<file path="src/rtl/uart_rx_ctrl_if.sv">
// rtl/uart_rx_ctrl_if.sv - host-side receive stream (FIFO head, valid/ready)
interface uart_rx_ctrl_if #(
  parameter int DATA_W = 8
);
  logic [DATA_W-1:0] m_data;
  logic              m_valid;
  logic              m_ready;

  modport master (output m_data, output m_valid, input m_ready);
  modport slave  (input m_data, input m_valid, output m_ready);
endinterface

</file>
<file path="src/rtl/uart_rx_ctrl.sv">
// rtl/uart_rx_ctrl.sv - UART receive sequencer with start detect, stop check and receive FIFO
module uart_rx_ctrl #(
  parameter int CLKS_PER_BIT = 10416,
  parameter int DATA_W       = 8,
  parameter int FIFO_DEPTH   = 4
) (
  input  logic              clk,
  input  logic              rst,
  input  logic              enable,
  input  logic              line_in,
  output logic              rx_en,
  input  logic [DATA_W-1:0] rx_data,
  output logic              frame_err,
  output logic              overflow,
  input  logic              clr_flags,
  output logic              busy,
  uart_rx_ctrl_if.master    m_if
);

  localparam int CW = $clog2(CLKS_PER_BIT);
  localparam int BW = (DATA_W > 1) ? $clog2(DATA_W) : 1;
  localparam int AW = $clog2(FIFO_DEPTH);

  localparam logic [1:0] S_IDLE  = 2'd0;
  localparam logic [1:0] S_START = 2'd1;
  localparam logic [1:0] S_DATA  = 2'd2;
  localparam logic [1:0] S_STOP  = 2'd3;

  localparam logic [CW-1:0] CNT_HALF = CW'(CLKS_PER_BIT / 2 - 1);
  localparam logic [CW-1:0] CNT_LAST = CW'(CLKS_PER_BIT - 1);
  localparam logic [BW-1:0] BIT_LAST = BW'(DATA_W - 1);
  localparam logic [AW:0]   DEPTH    = (AW + 1)'(FIFO_DEPTH);

  logic              sync1_q, sync1_d;
  logic              line_s_q, line_s_d;
  logic [1:0]        state_q, state_d;
  logic [CW-1:0]     cnt_q, cnt_d;
  logic [BW-1:0]     bit_idx_q, bit_idx_d;
  logic              armed_q, armed_d;
  logic              rx_en_q, rx_en_d;
  logic              overflow_q, overflow_d;
  logic [AW-1:0]     wr_ptr_q, wr_ptr_d;
  logic [AW-1:0]     rd_ptr_q, rd_ptr_d;
  logic [AW:0]       count_q, count_d;
  logic [DATA_W-1:0] mem_q [FIFO_DEPTH];
  logic [DATA_W-1:0] mem_d [FIFO_DEPTH];

  logic push_req, frame_err_c, full, pop, push, drop;

  // Frame sequencer: start qualification, bit-centre timing, stop-bit check
  always_comb begin
    sync1_d     = line_in;
    line_s_d    = sync1_q;
    state_d     = state_q;
    cnt_d       = cnt_q + 1'b1;
    bit_idx_d   = bit_idx_q;
    push_req    = 1'b0;
    frame_err_c = 1'b0;
    case (state_q)
      S_IDLE: begin
        cnt_d = '0;
        if (enable && armed_q && !line_s_q) state_d = S_START;
      end
      S_START: begin
        if (!enable) state_d = S_IDLE;
        else if (cnt_q == CNT_HALF) begin
          cnt_d     = '0;
          bit_idx_d = '0;
          state_d   = line_s_q ? S_IDLE : S_DATA;
        end
      end
      S_DATA: begin
        if (!enable) state_d = S_IDLE;
        else if (cnt_q == CNT_LAST) begin
          cnt_d     = '0;
          bit_idx_d = bit_idx_q + 1'b1;
          if (bit_idx_q == BIT_LAST) state_d = S_STOP;
        end
      end
      default: begin
        if (!enable) state_d = S_IDLE;
        else if (cnt_q == CNT_LAST) begin
          cnt_d   = '0;
          state_d = S_IDLE;
          if (line_s_q) push_req = 1'b1;
          else          frame_err_c = 1'b1;
        end
      end
    endcase
  end

  // Re-arm only after the line has been seen idle-high while waiting for a frame
  always_comb begin
    armed_d = 1'b0;
    if (state_q == S_IDLE) begin
      if (state_d != S_IDLE) armed_d = 1'b0;
      else                   armed_d = armed_q | line_s_q;
    end
    rx_en_d = (state_d != S_IDLE);
  end

  // Receive FIFO bookkeeping; a pop frees the slot a same-cycle push needs
  always_comb begin
    full       = (count_q == DEPTH);
    pop        = (count_q != '0) && m_if.m_ready;
    push       = push_req && (!full || pop);
    drop       = push_req && full && !pop;
    overflow_d = drop ? 1'b1 : (clr_flags ? 1'b0 : overflow_q);
    wr_ptr_d   = push ? wr_ptr_q + 1'b1 : wr_ptr_q;
    rd_ptr_d   = pop ? rd_ptr_q + 1'b1 : rd_ptr_q;
    count_d    = count_q;
    if (push && !pop)      count_d = count_q + 1'b1;
    else if (!push && pop) count_d = count_q - 1'b1;
    mem_d = mem_q;
    if (push) mem_d[wr_ptr_q] = rx_data;
  end

  // Control state registers with synchronous reset; synchronizer resets to idle-high
  always_ff @(posedge clk) begin
    if (rst) begin
      sync1_q    <= 1'b1;
      line_s_q   <= 1'b1;
      state_q    <= S_IDLE;
      cnt_q      <= '0;
      bit_idx_q  <= '0;
      armed_q    <= 1'b0;
      rx_en_q    <= 1'b0;
      overflow_q <= 1'b0;
      wr_ptr_q   <= '0;
      rd_ptr_q   <= '0;
      count_q    <= '0;
    end else begin
      sync1_q    <= sync1_d;
      line_s_q   <= line_s_d;
      state_q    <= state_d;
      cnt_q      <= cnt_d;
      bit_idx_q  <= bit_idx_d;
      armed_q    <= armed_d;
      rx_en_q    <= rx_en_d;
      overflow_q <= overflow_d;
      wr_ptr_q   <= wr_ptr_d;
      rd_ptr_q   <= rd_ptr_d;
      count_q    <= count_d;
    end
  end

  // FIFO storage needs no reset; occupancy is tracked by count_q
  always_ff @(posedge clk) begin
    mem_q <= mem_d;
  end

  // Output drive; head byte is masked to zero while the FIFO is empty
  always_comb begin
    m_if.m_valid = (count_q != '0);
    m_if.m_data  = (count_q != '0) ? mem_q[rd_ptr_q] : '0;
    rx_en        = rx_en_q;
    frame_err    = frame_err_c;
    overflow     = overflow_q;
    busy         = (state_q != S_IDLE);
  end

endmodule

</file>
<file path="src/flat_wrapper.sv">
// flat-port wrapper written by rule: the top's interface ports become plain ports
module uart_rx_ctrl_flat 
#(
  parameter int CLKS_PER_BIT = 10416,
  parameter int DATA_W       = 8,
  parameter int FIFO_DEPTH   = 4
)
  (clk, rst, enable, line_in, rx_en, rx_data, frame_err, overflow, clr_flags, busy, m_if_m_data, m_if_m_valid, m_if_m_ready);
  uart_rx_ctrl_if #(.DATA_W(DATA_W)) m_if_i ();
  input  logic clk;
  input  logic rst;
  input  logic enable;
  input  logic line_in;
  output logic rx_en;
  input  logic [DATA_W-1:0] rx_data;
  output logic frame_err;
  output logic overflow;
  input  logic clr_flags;
  output logic busy;
  output wire logic [$bits(m_if_i.m_data)-1:0] m_if_m_data;
  output wire logic [$bits(m_if_i.m_valid)-1:0] m_if_m_valid;
  input wire logic [$bits(m_if_i.m_ready)-1:0] m_if_m_ready;
  assign m_if_m_data = m_if_i.m_data;
  assign m_if_m_valid = m_if_i.m_valid;
  assign m_if_i.m_ready = m_if_m_ready;
  uart_rx_ctrl #(.CLKS_PER_BIT(CLKS_PER_BIT), .DATA_W(DATA_W), .FIFO_DEPTH(FIFO_DEPTH)) u_core (.clk(clk), .rst(rst), .enable(enable), .line_in(line_in), .rx_en(rx_en), .rx_data(rx_data), .frame_err(frame_err), .overflow(overflow), .clr_flags(clr_flags), .busy(busy), .m_if(m_if_i));
endmodule
</file>
<file path="config.mk">
export PLATFORM = sky130hd
export DESIGN_NAME = uart_rx_ctrl_flat
export DESIGN_NICKNAME = d
export VERILOG_FILES = /design/src/rtl/uart_rx_ctrl_if.sv /design/src/rtl/uart_rx_ctrl.sv /design/src/flat_wrapper.sv
export SDC_FILE = /design/constraint.sdc
export NUM_CORES = 1
export LEC_CHECK = 0
export ABC_AREA = 0
export CAP_MARGIN = 10
export CORE_ASPECT_RATIO = 1.2
export CORE_UTILIZATION = 25
export CTS_BUF_LIST = sky130_fd_sc_hd__clkbuf_16
export CTS_CLUSTER_SIZE = 14
export DETAILED_ROUTE_END_ITERATION = 16
export HOLD_SLACK_MARGIN = 0.15
export PLACE_DENSITY = 0.4
export SYNTH_ARGS = -nofsm -noshare
export SYNTH_HDL_FRONTEND = slang
export SYNTH_SLANG_ARGS = --single-unit
</file>
<file path="constraint.sdc">
create_clock -name clk -period 3.2 [get_ports clk]
set_input_delay 0.8 -clock clk [delete_from_list [all_inputs] [get_ports clk]]
set_output_delay 0.8 -clock clk [all_outputs]
set_load 0.05 [all_outputs]
</file>
==> impl_metrics.py, run 1 <==
metrics = {
    "synth": {
        "ys.flop_type": "edfxtp_1",
        "netlist.area_leader.share": 0.331,
        "ys_ff_latch": 63,
        "synthDistinctLibCells": 44,
        "postSynthNetCount": 268,
        "synth_area_um2": 2900,
        "synthArstFlopShare": 0,
        "synth_edf_count": 32,
        "ys_warn_count": 0,
        "syn_avg_cell_area_um2": 11.8,
        "synthTopCellsByArea": "edfxtp_1 (33%), dfxtp_1 (21%), mux4_2 (6.2%)",
        "synth_area_leader_cell": "edfxtp_1",
        "ys_seq_area_frac": 0.545,
        "netlist_instances": 245,
    },
    "setup_path": {
        "path_cells": "buf_4, mux4_2, and2_1, clkdlybuf4s50_1",
        "slowest_stage": "clkdlybuf4s50_1",
        "critPathLaunchType": "flop",
        "setup.worst_path.class": "reg2out",
        "cpPeakStageDelay_ns": 0.69,
        "arrival_ns": 2.24,
        "cp-end-kind": "primary output",
        "crit_fanout": 10,
        "required_ns": 2.40,
    },
    "pwr": {
        "switchingPower_uw": 389,
        "intPower_uw": 1560,
        "switching_share": 0.200,
        "irDropWorstVdd_v": 0.000216,
        "power.share.clock": 0.538,
        "p_comb_frac": 0.022,
        "power_leakage_uw": 0.00121,
        "power.density_nw_per_um2": 531,
        "fin_total_pwr_uw": 1940,
        "pwr-share-seq": 0.439,
    },
    "global_routing": {
        "overflow": 0,
        "grt_pass1_vias": 1922,
        "grt_pass1_wl_um": 9740,
        "grt_usage": 0.107,
        "antenna_found_initial": 0,
        "grt_max_degree": 15,
    },
    "hold_path": {
        "hp-class": "reg2reg",
    },
    "place": {
        "io_buffers": 26,
        "gp_congestion": 0.717,
        "hpwl_um": 4050,
        "place_ws_ns": 0.0555,
    },
    "final_layout": {
        "area_delta_synth_final_pct": 26.3,
        "final_cell_mix": "edfxtp_1 (32), dfxtp_1 (31), clkdlybuf4s50_1 (25), nor2_1 (23), nand2_1 (11)",
        "layout_commonest_cell": "edfxtp_1",
        "final_nets": 299,
        "n_antenna_cell": 0,
        "drive_above_1_share": 0.142,
    },
    "sta": {
        "period_share": 0.949,
        "slew_viol_final": 0,
        "fmax_mhz": 329,
        "skew_ns": 0.00913,
        "worst_pin_slew_ns": 0.495,
        "setup_viol": 0,
        "period_minus_slack_ns": 3.04,
        "relSlewSlack": 0.669,
        "rsz0062_at_grt": "false",
        "finalWorstSetupSlack_ns": 0.162,
        "finalHoldViolCount": 0,
        "tns_ns": 0,
    },
    "clock_network": {
        "cts.sink_count": 63,
        "post_cts_buffers": 0,
        "root_buffer": "clkbuf_16",
        "numCtsBuffers": 9,
        "cts.repair.resized": 0,
        "htreeDepth": 3,
        "cts_tree": "done",
        "path_clk_slew_ns": 0.06,
        "clock_latency_ns": 0.32,
        "cts_buffer_depth": 2,
        "cts_hold_buf": 0,
    },
    "detailed_routing": {
        "drt_first_pass_iters": 4,
        "vias": 1912,
        "drt_iter0_drc": 45,
        "ant_nets": 0,
        "remaining_drc_errors": 0,
        "wire_per_inst_um": 13.4,
        "routed_via_density": 4.40,
        "routed_wl_um": 5820,
    },
    "floorplan": {
        "rows": 42,
        "num_io_pins": 27,
        "die_area_um2": 12000,
        "fp.coreArea_um2": 11100,
        "start_util": 0.260,
        "die_h_um": 120,
        "die_x_um": 100,
    },
    "run": {
        "cap_violations": 0,
    },
    "run_status": {
        "status": "completed",
    },
}
## layout make-up
cell class / instances / area, µm²
Fill cell: 1160 / 7480
Sequential cell: 63 / 1580
Multi-Input combinational cell: 162 / 1230
Timing Repair Buffer: 30 / 300
Clock buffer: 9 / 225
Tap cell: 154 / 193
Clock inverter: 7 / 96.3
Inverter: 10 / 37.5
## worst max-delay path, delay by kind of cell, from the launching register on
kind	cells	cell delay [ns]
multiplexers	1	0.53
AND/OR/NAND/NOR	1	0.17
buffers and inverters	2	0.91
flip-flops	1	0.30
## power groups by stage
stage          sequential, µW  clock (µW)  combinational (µW)
4_1_cts                   854        1080                44.1
5_1_grt                   854        1120                47.5
3_5_place_dp              871           0                43.8
6_report                  854        1050                43.6
3_3_place_gp              871           0                44.2
2_1_floorplan             871           0                16.0
## registers in the layout (all words and copies together), names as in the netlist
signal,cells
u_core.rd_ptr_q,2
u_core.armed_q,1
u_core.rx_en,1
u_core.mem_q,32
u_core.count_q,3
u_core.line_s_q,1
u_core.wr_ptr_q,2
u_core.state_q,2
u_core.overflow,1
u_core.line_s_d,1
u_core.cnt_q,14
u_core.bit_idx_q,3
## cell usage after synthesis (4+ instances only)
cell,number
nand2_1,11
edfxtp_1,32
dfxtp_1,31
clkbuf_1,5
xor2_1,6
nand3_1,9
o21ai_0,5
or3_1,4
ha_1,8
and2_1,9
a21oi_1,9
nor4_1,4
nand4_1,5
nor3_1,6
nor2b_1,4
inv_1,10
o211ai_1,4
xnor2_1,10
nor2_1,23
nand2b_1,5
mux4_2,8
and3_1,5
or2_2,5
## metal layers
layer,wire [µm],GRT usage,vias up
met2,2860,0.175,29
met1,2660,0.130,916
met3,194,0.0291,8
met5,0,0,-
li1,-,-,959
met4,109,0.0489,0
## path summary, 6_finish.rpt
path	from	to	slack [ns]	cells after the start
worst max-delay path	u_core.rd_ptr_q[0]$_SDFFE_PP0P_	m_if_m_data[3]	0.16	4
worst min-delay path	u_core.line_s_d$_SDFF_PP1_	u_core.line_s_q$_SDFF_PP1_	0.42	1
worst max register to register	u_core.cnt_q[0]$_SDFF_PP0_	u_core.count_q[2]$_SDFFE_PP0P_	0.57	10
worst min register to register	u_core.line_s_d$_SDFF_PP1_	u_core.line_s_q$_SDFF_PP1_	0.42	1
## metrics by stage
stage | instance area (µm²) | hold WS, ns | util | instances
floorplan | 2900 | 0.389 | - | 245
global placement | 3340 | 0.398 | 0.300 | 419
detailed placement | 3340 | 0.406 | 0.300 | 419
CTS | 3660 | 0.423 | 0.329 | 435
global route | 3660 | 0.441 | 0.329 | 435
finish | 3660 | 0.417 | 0.329 | 435
## kinds of logic (layout without fill, tap and decap cells)
kind of cell    count (synthesis)  after routing  share of synthesized area
compound gates                 25             25                     0.0561
buf+inv                        20             56                     0.0306
simple gates                  103            103                      0.213
flops                          63             63                      0.545
mux                             9              9                     0.0655
xor+xnor                       16             16                     0.0483
fa+ha+maj                       9              9                     0.0414
Note: power is estimated with default switching activity, not from simulation.
==> run 2: changes to the inputs <==
CTS_CLUSTER_DIAMETER = 200   (was not set)
==> results of run 2 <==
The final DEF is identical to that of run 1; final timing and power are the same.
